--- src/rtl/recfg_delay_len_ctrl.sv ---
// ---------------------------------------------------------------------------
// recfg_delay_len_ctrl
//
// Length sequencer that sits in front of a reconfigurable delay chain.
// A requested length is accepted over a valid/ready handshake, clamped to
// [MIN_LEN, MAX_LEN], and the chain's length input is then slewed toward
// that target one tap per enabled cycle (with an optional STEP_GAP enabled
// cycles of dwell between steps), so the chain never sees a jump larger
// than one tap. A saturating fill counter tracks how many times the chain
// has been advanced, so that the controller can report when the chain
// output holds real data.
//
// Ports:
//   clk        in   rising-edge clock
//   rst_n      in   asynchronous active-low reset (release is synchronous
//                   to the chain's own clock domain)
//   en         in   chain advance enable (the same strobe the chain sees)
//   req_valid  in   a new length request is present
//   req_len    in   requested length, LW bits, unclamped
//   req_ready  out  controller is idle and will accept a request
//   length     out  current length driven to the chain
//   busy       out  slewing toward the target
//   clamped    out  one-cycle pulse: the accepted request was out of range
//   primed     out  chain has been advanced at least `length` times
// ---------------------------------------------------------------------------
module recfg_delay_len_ctrl #(
  parameter int MAX_LEN  = 16,
  parameter int MIN_LEN  = 0,
  parameter int INIT_LEN = 0,
  parameter int STEP_GAP = 0,
  parameter int LW       = $clog2(MAX_LEN + 1)
) (
  input  logic          clk,
  input  logic          rst_n,
  input  logic          en,
  input  logic          req_valid,
  input  logic [LW-1:0] req_len,
  output logic          req_ready,
  output logic [LW-1:0] length,
  output logic          busy,
  output logic          clamped,
  output logic          primed
);

  localparam logic [LW-1:0] MAX_L  = LW'(MAX_LEN);
  localparam logic [LW-1:0] MIN_L  = LW'(MIN_LEN);
  localparam logic [LW-1:0] INIT_L = LW'(INIT_LEN);
  localparam logic [LW-1:0] ONE_L  = LW'(1);

  // Gap counter counts 0 .. STEP_GAP-1; keep at least one bit so the
  // declaration stays legal when no dwell is configured.
  localparam int            GW       = (STEP_GAP > 1) ? $clog2(STEP_GAP) : 1;
  localparam logic [GW-1:0] GAP_LAST = GW'(STEP_GAP - 1);
  localparam logic [GW-1:0] ONE_G    = GW'(1);

  typedef enum logic [1:0] {
    IDLE = 2'd0,
    STEP = 2'd1,
    HOLD = 2'd2
  } state_t;

  state_t        state;
  logic [LW-1:0] target;
  logic [GW-1:0] gap_cnt;
  logic [LW-1:0] fill;

  logic          accept;
  logic [LW-1:0] req_clamped;
  logic          req_oor;
  logic [LW-1:0] next_len;

  // Range handling is plain unsigned LW-bit arithmetic. The lower bound is
  // written as MIN_L > v so that a zero MIN_LEN simply folds away.
  function automatic logic out_of_range(input logic [LW-1:0] v);
    return (v > MAX_L) || (MIN_L > v);
  endfunction

  function automatic logic [LW-1:0] clamp_len(input logic [LW-1:0] v);
    if (v > MAX_L) begin
      return MAX_L;
    end
    if (MIN_L > v) begin
      return MIN_L;
    end
    return v;
  endfunction

  assign req_ready   = (state == IDLE);
  assign busy        = (state != IDLE);
  assign accept      = req_valid && req_ready;
  assign req_clamped = clamp_len(req_len);
  assign req_oor     = out_of_range(req_len);

  // One tap toward the target. Only used in STEP, where length != target,
  // so the decrement can never underflow below MIN_LEN.
  always_comb begin
    next_len = length;
    if (target > length) begin
      next_len = length + ONE_L;
    end else begin
      next_len = length - ONE_L;
    end
  end

  // Fill has reached the current length; a length decrease can raise this
  // in the same cycle, an increase can drop it.
  assign primed = (fill >= length);

  always_ff @(posedge clk or negedge rst_n) begin
    if (!rst_n) begin
      state   <= IDLE;
      length  <= INIT_L;
      target  <= INIT_L;
      gap_cnt <= '0;
      clamped <= 1'b0;
    end else begin
      // clamped is a single-cycle pulse tied to the accept edge.
      clamped <= accept && req_oor;

      case (state)
        IDLE: begin
          // Acceptance does not depend on en; the first step waits for the
          // next enabled edge.
          if (accept) begin
            target <= req_clamped;
            if (req_clamped != length) begin
              state <= STEP;
            end
          end
        end

        STEP: begin
          if (en) begin
            length <= next_len;
            if (next_len == target) begin
              state <= IDLE;
            end else if (STEP_GAP > 0) begin
              state   <= HOLD;
              gap_cnt <= '0;
            end
          end
        end

        HOLD: begin
          if (en) begin
            if (gap_cnt == GAP_LAST) begin
              state <= STEP;
            end else begin
              gap_cnt <= gap_cnt + ONE_G;
            end
          end
        end

        default: begin
          state <= IDLE;
        end
      endcase
    end
  end

  // Fill counts chain advances and saturates at MAX_LEN; it is independent
  // of length changes.
  always_ff @(posedge clk or negedge rst_n) begin
    if (!rst_n) begin
      fill <= '0;
    end else if (en && (fill != MAX_L)) begin
      fill <= fill + ONE_L;
    end
  end

endmodule
--- config.mk ---
export PLATFORM = sky130hd
export DESIGN_NAME = recfg_delay_len_ctrl
export DESIGN_NICKNAME = d
export VERILOG_FILES = /design/src/rtl/recfg_delay_len_ctrl.sv
export SDC_FILE = /design/constraint.sdc
export NUM_CORES = 1
export LEC_CHECK = 0
export ABC_AREA = 0
export BUFFER_PORTS_ARGS = -buffer_cell sky130_fd_sc_hd__buf_2
export CAP_MARGIN = 25
export CORE_AREA = 2 2 62 64
export DETAILED_ROUTE_END_ITERATION = 8
export DIE_AREA = 0 0 64 66
export SLEW_MARGIN = 20
export SYNTH_ARGS = -nofsm -noshare
export SYNTH_HDL_FRONTEND = slang
export SYNTH_SLANG_ARGS = --single-unit
--- constraint.sdc ---
create_clock -name clk -period 3.7 [get_ports clk]
set_input_delay 0.37 -clock clk [delete_from_list [all_inputs] [get_ports clk]]
set_output_delay 0.37 -clock clk [all_outputs]
set_load 0.01 [all_outputs]
## Word level (Yosys, flattened, before mapping)

Index checks and enable logic that the tools add are counted.

| word-level totals | value |
|---|---|
| word-level logic and storage cells | 51 |
| output and inout bits | 9 |
| register bits | 19 |
| input bits | 9 |

| cells by class | value |
|---|---|
| $lt $le $gt $ge | 4 |
| $add $sub $neg | 4 |
| reductions and logical operators | 10 |
| muxes and demuxes | 16 |
| equal/unequal tests | 11 |

Operators with widths:

| operator | number |
|---|---|
| 5-bit 2-to-1 mux | 5 |
| 2-bit 2-to-1 mux | 6 |
| 5-bit by 1-bit adder with 5-bit output, second input constant | 2 |
| 2-bit != test, second input constant | 4 |
| 2-bit one-hot mux with 3 select lines | 1 |
| 2-bit AND reduction | 3 |
| 6-bit AND reduction | 1 |
| 5-bit equality test | 1 |
| 5-bit greater-or-equal comparator | 1 |
| 1-bit by 5-bit > comparator with 1-bit output, first input constant | 1 |
| 5-bit > comparator | 1 |
| 5-bit > comparator, second input constant | 1 |
| 5-bit != test | 1 |
| 5-bit != test, second input constant | 1 |
| 5-bit by 1-bit subtractor with 5-bit output, second input constant | 1 |
| 1-bit 2-to-1 mux | 4 |
| 2-bit by 1-bit != test with 1-bit output, second input constant | 2 |
| 1-bit logical AND | 3 |
| 2-bit by 1-bit equality test with 1-bit output, second input constant | 1 |
| 2-bit equality test, second input constant | 1 |
| 2-bit zero test | 1 |
| 2-bit nonzero test | 1 |
| 1-bit adder, second input constant | 1 |
| 1-bit logical OR | 1 |

## Depth between registers and ports, before layout

Gate-level depths: netlist of the first run.

| depth | value |
|---|---|
| word-level depth | 9 |
| depth in mapped cells | 12 |
| gate-level depth less buffers | 12 |

## Worst setup path after synthesis of the first run

No wires, ideal clock.

| path | value |
|---|---|
| path kind | reg2reg |
| start | register length[2] |
| end | register length[4] |
| buffers on the path | 0 |
| arrival | 2.698 ns |
| stages on the path, launching flop included | 13 |
| slack | 0.922 ns |
| data required time | 3.620 ns |
| setup time | 0.080 ns |
| period minus slack after synthesis | 2.778 ns |
| cells stage by stage | dfrtp_1 -> inv_1 -> ha_1 -> a21oi_1 -> o221a_1 -> or2_1 -> inv_1 -> fa_1 -> nand2b_1 -> o2bb2ai_1 -> or3_1 -> a21oi_1 -> xnor2_1 |

| between the ends | value |
|---|---|
| longest elaborated chain between the ends | 2 |
| elaborated cells on any way between the ends | 4 |
| classes of those cells | 2 x add/sub; 1 x order compare; 1 x mux |

Ends and longest elaborated chain:

| what | line | RTL |
|---|---|---|
| start, declared | 39 | `output logic [LW-1:0] length,` |
| start signal, assigned | 134 | `length <= next_len;` |
| 5-bit by 1-bit subtractor with 5-bit output (tied with other cells) | 101 | `next_len = length - ONE_L;` |
| 5-bit 2-to-1 mux * | 98 | `if (target > length) begin` |

Every way passes the cells marked *; elsewhere a longest branch is shown, timed or not.
A chain may end at the register's enable or synchronous reset.

## Final worst setup path of the first run

Ends and elaborated chain as after synthesis.

==> results_tabular.tex, run 1 <==
\begin{tabular}{lr}
\hline
Metric & Value \\
\hline
\multicolumn{2}{l}{\textbf{Synthesis}} \\
Proportion of synthesized flip-flops having asynchronous set or reset & 100\% \\
Top flip-flop cell by instance count after synthesis & sky130\_fd\_sc\_hd\_\_dfrtp\_1 \\
Syn. warnings & 0 \\
Xor/xnor share of the synthesized area & between 10\% and 20\% \\
Synth Area in Compound Gates & $\sim$15\% \\
Net count of the mapped netlist & 147 \\
Area share of and/or/nand/nor cells after synthesis & between 10 and 15\% \\
Synth Instances & approximately 120 \\
Multiplexer share of the synthesized area & approximately 1.9\% \\
Adder-cell area share of the yosys netlist & 17.5\% \\
Number of enable-type register cells in the synthesized netlist & 0 \\
Synth cell types & 29 \\
Cell area after technology mapping & 1180 um\^{}2 \\
Largest family of logic cells by synthesized area & adder cells \\
Flip-flop and latch count after synthesis & 17 \\
Syn avg cell area & between 9 and 10 um\^{}2 \\
Sequential cell area fraction in the yosys report & 35.9\% \\
\multicolumn{2}{l}{\textbf{Critical path}} \\
Critical Path Start Type & register \\
Required time at the endpoint of the critical path & about 3900 ps \\
Sort of element at the end of the critical path & register \\
Signal arrival time at the worst endpoint & roughly 3300 ps \\
Worst Setup EP & length[4] \\
Highest fanout seen on the critical path & 7 \\
Worst Setup SP & length[2] \\
Slowest cell on crit path & sky130\_fd\_sc\_hd\_\_dfrtp\_1 \\
R2R cell count & 12 \\
CP Depth & 12 \\
Register-to-register setup slack & just under 700 ps \\
Cell Chain, Critical Path & inv\_1 > ha\_1 > a21oi\_1 > o221a\_1 > or2\_1 > inv\_1 > fa\_1 > nand2b\_1 > o2bb2ai\_1 > or3\_1 > a21oi\_1 > xnor2\_1 \\
Family of cells with the greatest summed delay on the critical path & adder cells \\
Worst path bufs/invs & 2 \\
Startpoint-to-endpoint class of the critical path & register to register \\
Worst r2r src & length[2] \\
End of the worst register-to-register path & length[4] \\
CP peak stage delay & around 500 ps \\
\multicolumn{2}{l}{\textbf{Die}} \\
Die height & about 66 um \\
Area enclosed by the die boundary & approximately 4200 um\^{}2 \\
Number of placed I/O pins & 18 \\
Number of rows created at floorplan & 22 \\
Area of the core & $\sim$3600 um\^{}2 \\
Starting density of the core & roughly 33\% \\
X dimension of the die & approximately 64 um \\
\multicolumn{2}{l}{\textbf{Routing}} \\
Drt wl/cell & 13.0 um \\
Remaining antenna violation count after routing & 0 \\
DRC violation count after routing & 0 \\
Via density per instance & between 4 and 5 \\
Final routed wirelength across all metal layers & 2.48 mm \\
First-pass detailed-route iteration total & 4 \\
Count of routing violations after the opening detailed-route iteration & 15 \\
Via count & 921 \\
\multicolumn{2}{l}{\textbf{Pwr}} \\
Leakage & between 0.6 and 0.7 nW \\
Overall Power & 1.43 mW \\
Power density over the cells & roughly 1000 nW/um\^{}2 \\
Worst vdd rail ir drop & about 0.52 mV \\
\multicolumn{2}{l}{\textbf{Global route}} \\
Global-route wire length before repair & around 4.5 mm \\
Vias in the first global route & around 950 \\
Total congestion overflow & 0 \\
Total track usage & around 14\% \\
Antenna violations before repair & 0 \\
Maximum number of pins on one net before global-route repair & 18 \\
\multicolumn{2}{l}{\textbf{Timing}} \\
Max-slew violation count & 0 \\
Final hold viol count & 0 \\
Final setup TNS & 0 ps \\
Maximum clock frequency & between 300 and 400 MHz \\
Worst relative slew slack & between 70\% and 80\% \\
Post-layout minimum cycle time & just over 3000 ps \\
RSZ-0062 raised after global routing & false \\
Setup slack after layout & about 680 ps \\
Worst Hold Slack & around 350 ps \\
Measured slew at the worst slew-check pin & 394 ps \\
Tcrit/Tclk final & 81.7\% \\
Number of failing setup endpoints in the final timing report & 0 \\
Worst clock skew on the final layout & between 0.7 and 0.8 ps \\
\multicolumn{2}{l}{\textbf{Finish}} \\
Layout cells sized above 1 & 16.8\% \\
Synth-to-Final Area Change & 15.1\% \\
Inserted Diodes & 0 \\
Post-layout nets & 169 \\
\multicolumn{2}{l}{\textbf{Clocking}} \\
Number of sinks on the clock net & 17 \\
Clock slew at reported path FFs & 110 ps \\
TritonCTS buffer count & 3 \\
Clock latency of the later-clocked register in the worst-skew pair & 300 ps \\
Clock Tree Buf Depth & 2 \\
Number of buffers added for setup after CTS & 0 \\
Maximum level of the CTS H-tree & 1 \\
TritonCTS clock tree & yes \\
Post-CTS Resized & 0 \\
Clock root cell & sky130\_fd\_sc\_hd\_\_clkbuf\_4 \\
\multicolumn{2}{l}{\textbf{Placed design}} \\
\# port buffers & 17 \\
Post-placement setup slack & a little under 700 ps \\
Last weighted congestion value of the routability-driven placer & $\sim$0.85 \\
Hpwl dp & between 2 and 2.5 mm \\
\multicolumn{2}{l}{\textbf{Flow run}} \\
Max-cap viol count & 0 \\
\multicolumn{2}{l}{\textbf{Hold path}} \\
Min-delay worst type & input port to register \\
\multicolumn{2}{l}{\textbf{Outcome}} \\
Outcome & finished, final reports clean \\
\hline
\end{tabular}
-- state kept, by name, summed over array words and instances, names as in the netlist --
| register | count |
|---|---|
| fill | 5 |
| state | 1 |
| clamped | 1 |
| length | 5 |
| target | 5 |
-- cell type report --
| class | count | area (um^2) |
|---|---|---|
| clock buffers | 3 | 22.5 |
| fillers | 357 | 2190 |
| inverters | 11 | 41.3 |
| flip-flops and latches | 17 | 425 |
| well taps | 48 | 60.1 |
| clock inverters | 1 | 5.00 |
| repair buffers | 18 | 95.1 |
| multi-input cells | 93 | 714 |
-- cells in the mapped netlist, types with 2 or more instances --
cell / n / area [um^2]
sky130_fd_sc_hd__xnor2_1: 13 / 114
sky130_fd_sc_hd__nand4_1: 3 / 18.8
sky130_fd_sc_hd__nand2b_1: 6 / 37.5
sky130_fd_sc_hd__xor2_1: 4 / 35.0
sky130_fd_sc_hd__ha_1: 15 / 188
sky130_fd_sc_hd__a21oi_1: 5 / 25.0
sky130_fd_sc_hd__o21ai_0: 8 / 40.0
sky130_fd_sc_hd__dfrtp_1: 17 / 425
sky130_fd_sc_hd__nor4_1: 2 / 12.5
sky130_fd_sc_hd__nor2_1: 5 / 18.8
sky130_fd_sc_hd__inv_1: 11 / 41.3
sky130_fd_sc_hd__mux2_2: 2 / 22.5
sky130_fd_sc_hd__nand2_1: 11 / 41.3
sky130_fd_sc_hd__a21o_1: 5 / 37.5
-- repair_timing --
action                                  CTS  global route
hold endpoints to repair                 17             0
endpoints found under the setup margin    0             0
hold buffers                              1             0
-- cell usage in the layout, fill, tap and decap left out, types with 2 or more instances in the layout --
cell | Yosys | routed
sky130_fd_sc_hd__nand4_1 | 3 | 3
sky130_fd_sc_hd__inv_1 | 11 | 11
sky130_fd_sc_hd__buf_2 | 0 | 17
sky130_fd_sc_hd__clkbuf_4 | 0 | 3
sky130_fd_sc_hd__a21o_1 | 5 | 5
sky130_fd_sc_hd__a21oi_1 | 5 | 5
sky130_fd_sc_hd__nor2_1 | 5 | 5
sky130_fd_sc_hd__nand2b_1 | 6 | 6
sky130_fd_sc_hd__dfrtp_1 | 17 | 17
sky130_fd_sc_hd__nand2_1 | 11 | 11
sky130_fd_sc_hd__o21ai_0 | 8 | 8
sky130_fd_sc_hd__ha_1 | 15 | 15
sky130_fd_sc_hd__mux2_2 | 2 | 2
sky130_fd_sc_hd__xnor2_1 | 13 | 13
sky130_fd_sc_hd__nor4_1 | 2 | 2
sky130_fd_sc_hd__xor2_1 | 4 | 4
-- per-stage QoR --
stage	area [um^2]	util, %	instances
after floorplan	1180	-	122
final	1360	38.4	191
after global routing	1360	38.4	191
after detailed placement	1330	37.4	186
after global placement	1330	37.4	186
after CTS	1360	38.4	191
-- routing by layer --
metal,wire [um],track usage [%],vias up
li1,-,-,467
met1,1170,17.6,430
met2,1170,23.0,19
met3,82,1.53,5
met4,58,7.34,0
met5,0,0,-
-- worst reg2reg max path: stages, from the launching register on --
cell	delay [ps]
sky130_fd_sc_hd__dfrtp_1	500
sky130_fd_sc_hd__inv_1	130
sky130_fd_sc_hd__ha_1	320
sky130_fd_sc_hd__a21oi_1	160
sky130_fd_sc_hd__o221a_1	220
sky130_fd_sc_hd__or2_1	220
sky130_fd_sc_hd__inv_1	80
sky130_fd_sc_hd__fa_1	390
sky130_fd_sc_hd__nand2b_1	160
sky130_fd_sc_hd__o2bb2ai_1	150
sky130_fd_sc_hd__or3_1	310
sky130_fd_sc_hd__a21oi_1	180
sky130_fd_sc_hd__xnor2_1	130
-- how the worst min path moves through the flow --
| stage | startpoint | endpoint | slack (ps) | cells past startpoint |
|---|---|---|---|---|
| 6_report | req_valid | state[0] | 350 | 3 |
| 5_1_grt | req_valid | state[0] | 340 | 3 |
| 4_1_cts | req_valid | state[0] | 340 | 3 |
| 3_5_place_dp | rst_n | length[3] | 330 | 1 |
| 3_3_place_gp | rst_n | length[2] | 320 | 1 |
| 2_1_floorplan | rst_n | clamped | 70 | 0 |
-- power breakdown --
group | total, mW | internal (mW) | switching, mW
sequential | 0.382 | 0.268 | 0.115
combinational | 0.939 | 0.472 | 0.467
clock | 0.104 | 0.0403 | 0.0637
total | 1.43 | 0.779 | 0.646
-- logic make-up (layout without fill, tap and decap cells) --
family | count (synthesis) | after routing
DFF | 17 | 17
buffers and inverters | 12 | 33
xor gates and xnor gates | 17 | 17
AOI/OAI and AO/OA | 26 | 26
and+or+nand+nor | 32 | 32
adders and majority gates | 16 | 16
muxes | 2 | 2
Power figures use the tool's default switching activity.
==> run 2: changes to the inputs <==
- ABC_AREA: 0 -> 1
- CORE_AREA: 2 2 62 64 -> 2 2 63 65
- DIE_AREA: 0 0 64 66 -> 0 0 65 67
- clock period: 3.7 -> 2.9 ns (I/O delays scaled with it)
==> run 2 against run 1 <==
- flip-flop and latch count did not move
- die area rose by 3.1%
- area after synthesis up 3.1%
- critical endpoint is now state[0]
- utilization increased by 1.7 points
- non-clock buffer count up 3
- sequential power up 18%
- final area rose by 6.1%
- worst hold slack got worse by 20 ps
- critical path depth increased by 6
- critical path type unchanged
- combinational power up 43%
- total power grew 38%
==> results_tabular.tex, run 2 <==
\begin{tabular}{lr}
\hline
Metric & Value \\
\hline
\multicolumn{2}{l}{\textbf{Pwr}} \\
Leakage & 0.780 nW (+19\%) \\
Worst vdd rail ir drop & 0.555 mV (+7.2\%) \\
Overall Power & 1.97 mW (+38\%) \\
Power density over the cells & 1360 nW/um\^{}2 (+30\%) \\
\multicolumn{2}{l}{\textbf{Synthesis}} \\
Top flip-flop cell by instance count after synthesis & sky130\_fd\_sc\_hd\_\_dfrtp\_1 \\
Largest family of logic cells by synthesized area & simple AND/OR/NAND/NOR gates \\
Syn. warnings & 0 (unchanged) \\
Dominant cell by count in the synthesized netlist & sky130\_fd\_sc\_hd\_\_nand2\_1 \\
Sequential cell area fraction in the yosys report & 34.8\% (-1.1 points) \\
Largest area contributor in the synthesized netlist & sky130\_fd\_sc\_hd\_\_dfrtp\_1 \\
Synth Instances & 154 (+26\%) \\
Most instantiated cells after synthesis & 36 x sky130\_fd\_sc\_hd\_\_nand2\_1, 26 x sky130\_fd\_sc\_hd\_\_inv\_1, 17 x sky130\_fd\_sc\_hd\_\_dfrtp\_1, 15 x sky130\_fd\_sc\_hd\_\_ha\_1, 11 x sky130\_fd\_sc\_hd\_\_nand3\_1 \\
Synth cell types & 21 (-28\%) \\
Net count of the mapped netlist & 179 (+22\%) \\
Cell area after technology mapping & 1220 um\^{}2 (+3.1\%) \\
Area share of and/or/nand/nor cells after synthesis & 22.3\% (+8.6 points) \\
Leading post-synthesis cells by cell area & sky130\_fd\_sc\_hd\_\_dfrtp\_1 35\%, sky130\_fd\_sc\_hd\_\_ha\_1 15\%, sky130\_fd\_sc\_hd\_\_nand2\_1 11\% \\
Synth Area in Compound Gates & 10.0\% (-4.5 points) \\
Xor/xnor share of the synthesized area & 7.79\% (-4.8 points) \\
Multiplexer share of the synthesized area & 0\% (-1.9 points) \\
Fraction of post-synthesis cell area in the top cell type by area & 34.8\% (-1.1 points) \\
Syn avg cell area & 7.93 um\^{}2 (-18\%) \\
Adder-cell area share of the yosys netlist & 17.0\% (-0.52 points) \\
Flip-flop and latch count after synthesis & 17 (unchanged) \\
Number of enable-type register cells in the synthesized netlist & 0 (unchanged) \\
Proportion of synthesized flip-flops having asynchronous set or reset & 100\% (unchanged) \\
\multicolumn{2}{l}{\textbf{Routing}} \\
First-pass detailed-route iteration total & 4 (unchanged) \\
Via density per instance & 4.62 (-4.3\%) \\
Final routed wirelength across all metal layers & 2.70 mm (+8.7\%) \\
Via count & 1048 (+14\%) \\
Drt wl/cell & 11.9 um (-8.6\%) \\
Remaining antenna violation count after routing & 0 (unchanged) \\
Count of routing violations after the opening detailed-route iteration & 44 (+29) \\
DRC violation count after routing & 0 (unchanged) \\
\multicolumn{2}{l}{\textbf{Finish}} \\
Most used cells in the layout excluding fill and tap cells & 35 x sky130\_fd\_sc\_hd\_\_nand2\_1, 26 x sky130\_fd\_sc\_hd\_\_inv\_1, 17 x sky130\_fd\_sc\_hd\_\_buf\_2 \\
Biggest regs & fill: 5 flops, length: 5 flops, target: 5 flops \\
Most frequent standard cell in the layout excluding fill and tap cells & sky130\_fd\_sc\_hd\_\_nand2\_1 \\
Layout cells sized above 1 & 16.8\% (-0.023 points) \\
Post-layout nets & 205 (+21\%) \\
Inserted Diodes & 0 (unchanged) \\
Synth-to-Final Area Change & 18.5\% \\
\multicolumn{2}{l}{\textbf{Critical path}} \\
Worst r2r src & length[4] \\
End of the worst register-to-register path & state[0] \\
Register-to-register setup slack & 280 ps (-400 ps) \\
Required time at the endpoint of the critical path & 3040 ps (-890 ps) \\
Highest fanout seen on the critical path & 6 (-1) \\
Sort of element at the end of the critical path & register \\
Signal arrival time at the worst endpoint & 2760 ps (-490 ps) \\
Critical Path Start Type & register \\
Worst Setup SP & length[4] \\
Startpoint-to-endpoint class of the critical path & register to register \\
R2R cell count & 18 (+6) \\
\multicolumn{2}{l}{\textbf{Hold path}} \\
Hold path cells & 3 (unchanged) \\
Min-Delay Startpoint & req\_len[2] \\
Worst hold path endpoint & target[2] \\
Min-delay worst type & input port to register \\
\multicolumn{2}{l}{\textbf{Timing}} \\
Worst relative slew slack & 71.2\% (-2.3 points) \\
Worst clock skew on the final layout & 1.14 ps (+0.390 ps) \\
Max-slew violation count & 0 (unchanged) \\
Post-layout minimum cycle time & 2620 ps (-404 ps) \\
Measured slew at the worst slew-check pin & 430 ps (+35.8 ps) \\
Final setup TNS & 0 ps (unchanged) \\
Tcrit/Tclk final & 90.3\% (+8.6 points) \\
Maximum clock frequency & 382 MHz (+15\%) \\
RSZ-0062 raised after global routing & false \\
Final hold viol count & 0 (unchanged) \\
Number of failing setup endpoints in the final timing report & 0 (unchanged) \\
\multicolumn{2}{l}{\textbf{Clocking}} \\
Clock latency of the later-clocked register in the worst-skew pair & 250 ps (-50 ps) \\
TritonCTS clock tree & yes \\
TritonCTS buffer count & 3 (unchanged) \\
Clock root cell & sky130\_fd\_sc\_hd\_\_clkbuf\_8 \\
Number of sinks on the clock net & 17 (unchanged) \\
Maximum level of the CTS H-tree & 1 (unchanged) \\
Number of buffers added for setup after CTS & 0 (unchanged) \\
Clock Tree Buf Depth & 2 (unchanged) \\
Clock slew at reported path FFs & 70 ps (-40 ps) \\
\multicolumn{2}{l}{\textbf{Global route}} \\
Maximum number of pins on one net before global-route repair & 18 (unchanged) \\
Vias in the first global route & 979 (+3.3\%) \\
Antenna violations before repair & 0 (unchanged) \\
Global-route wire length before repair & 4.49 mm (+0.60\%) \\
Total track usage & 13.8\% (-0.071 points) \\
Total congestion overflow & 0 (unchanged) \\
\multicolumn{2}{l}{\textbf{Placed design}} \\
Hpwl dp & 2.24 mm (+12\%) \\
Last weighted congestion value of the routability-driven placer & 0.850 (+0.11\%) \\
\# port buffers & 17 (unchanged) \\
\multicolumn{2}{l}{\textbf{Die}} \\
Area enclosed by the die boundary & 4360 um\^{}2 (+3.1\%) \\
Area of the core & 3610 um\^{}2 (+1.6\%) \\
Starting density of the core & 33.9\% (+0.50 points) \\
Number of placed I/O pins & 18 (unchanged) \\
Die height & 67 um (+1.5\%) \\
Number of rows created at floorplan & 22 (unchanged) \\
X dimension of the die & 65 um (+1.6\%) \\
\multicolumn{2}{l}{\textbf{Outcome}} \\
Outcome & finished, final reports clean \\
\multicolumn{2}{l}{\textbf{Flow run}} \\
Max-cap viol count & 0 (unchanged) \\
\hline
\end{tabular}
[run 2: cell types whose count changed in the layout (fill, tap and decap cells not counted), sizes merged, moves of 5 or more]
cell    delta
xnor2      -9
nor2       +7
nand2b     -6
inv       +15
a21o       -5
nand2     +25
nand3     +10
[run 2: stage by stage]
stage	utilization [%]	setup slack, ps	hold slack [ps]	std cells	area, um^2
after floorplan	-	450	-5.59	154	1220
after global placement	38.5	182	245	222	1390
after detailed placement	38.5	185	243	222	1390
after CTS	40.0	170	332	227	1440
after global routing	40.1	23.8	364	227	1450
final	40.1	281	331	227	1450
[run 2: logic make-up after synthesis]
family,count (synthesis)
AND/OR/NAND/NOR,64
flip-flops,17
buffers and inverters,26
XOR/XNOR,10
adder cells (fa/ha/maj),16
AO/OA/AOI/OAI,21
[run 2: how the worst max path moves through the flow]
stage               endpoint  slack (ps)  cells past startpoint
floorplan           state[0]         450                     18
global placement    state[0]         180                     18
detailed placement  state[0]         190                     18
CTS                 state[0]         170                     18
global route        state[0]          20                     18
finish              state[0]         280                     18
[run 2: repair_timing]
| action | 4_1_cts | 5_1_grt |
|---|---|---|
| resized for setup | 0 | 2 |
| setup endpoints to repair | 0 | 1 |
| hold endpoints to repair | 17 | 0 |
| hold buffers | 1 | 0 |
[run 2: layout make-up]
type	count	area, um^2
sequential	17	427
inverter	26	97.6
timing repair buffer	21	118
multi-input combinational	111	701
clock buffer	4	45.0
tap	48	60.1
fill	391	2160
[run 2: where the power goes]
| group | switching (mW) | leakage [nW] | total, mW | internal [mW] |
|---|---|---|---|---|
| sequential | 0.103 | 0.204 | 0.451 | 0.348 |
| clock | 0.0843 | 0.0228 | 0.182 | 0.0976 |
| combinational | 0.774 | 0.553 | 1.34 | 0.563 |
| total | 0.961 | 0.780 | 1.97 | 1.01 |
[run 2: worst max-delay path, cell delays in order (launching register included)]
cell and delay (ps):
sky130_fd_sc_hd__dfrtp_1 400, sky130_fd_sc_hd__inv_1 180, sky130_fd_sc_hd__ha_1 270, sky130_fd_sc_hd__nand2_1 80, sky130_fd_sc_hd__nor2_1 60, sky130_fd_sc_hd__nand2_1 50, sky130_fd_sc_hd__nand3_1 90, sky130_fd_sc_hd__nand2_2 120
sky130_fd_sc_hd__inv_1 60, sky130_fd_sc_hd__fa_1 480, sky130_fd_sc_hd__xnor2_1 150, sky130_fd_sc_hd__nor2_1 100, sky130_fd_sc_hd__nand2_1 70, sky130_fd_sc_hd__nor2_2 80, sky130_fd_sc_hd__nand2_1 60, sky130_fd_sc_hd__nor2_2 70
sky130_fd_sc_hd__nand3_1 70, sky130_fd_sc_hd__nand2_1 60, sky130_fd_sc_hd__nand2_1 50
[run 2: routing by layer]
layer	vias to the layer above	track usage, %	share of wire [%]	routed length [um]
met2	18	23.3	48	1290
li1	548	-	-	-
met3	5	2.70	4.9	132
met5	-	0	0	0
met4	0	3.99	1.0	28
met1	477	17.7	46	1240
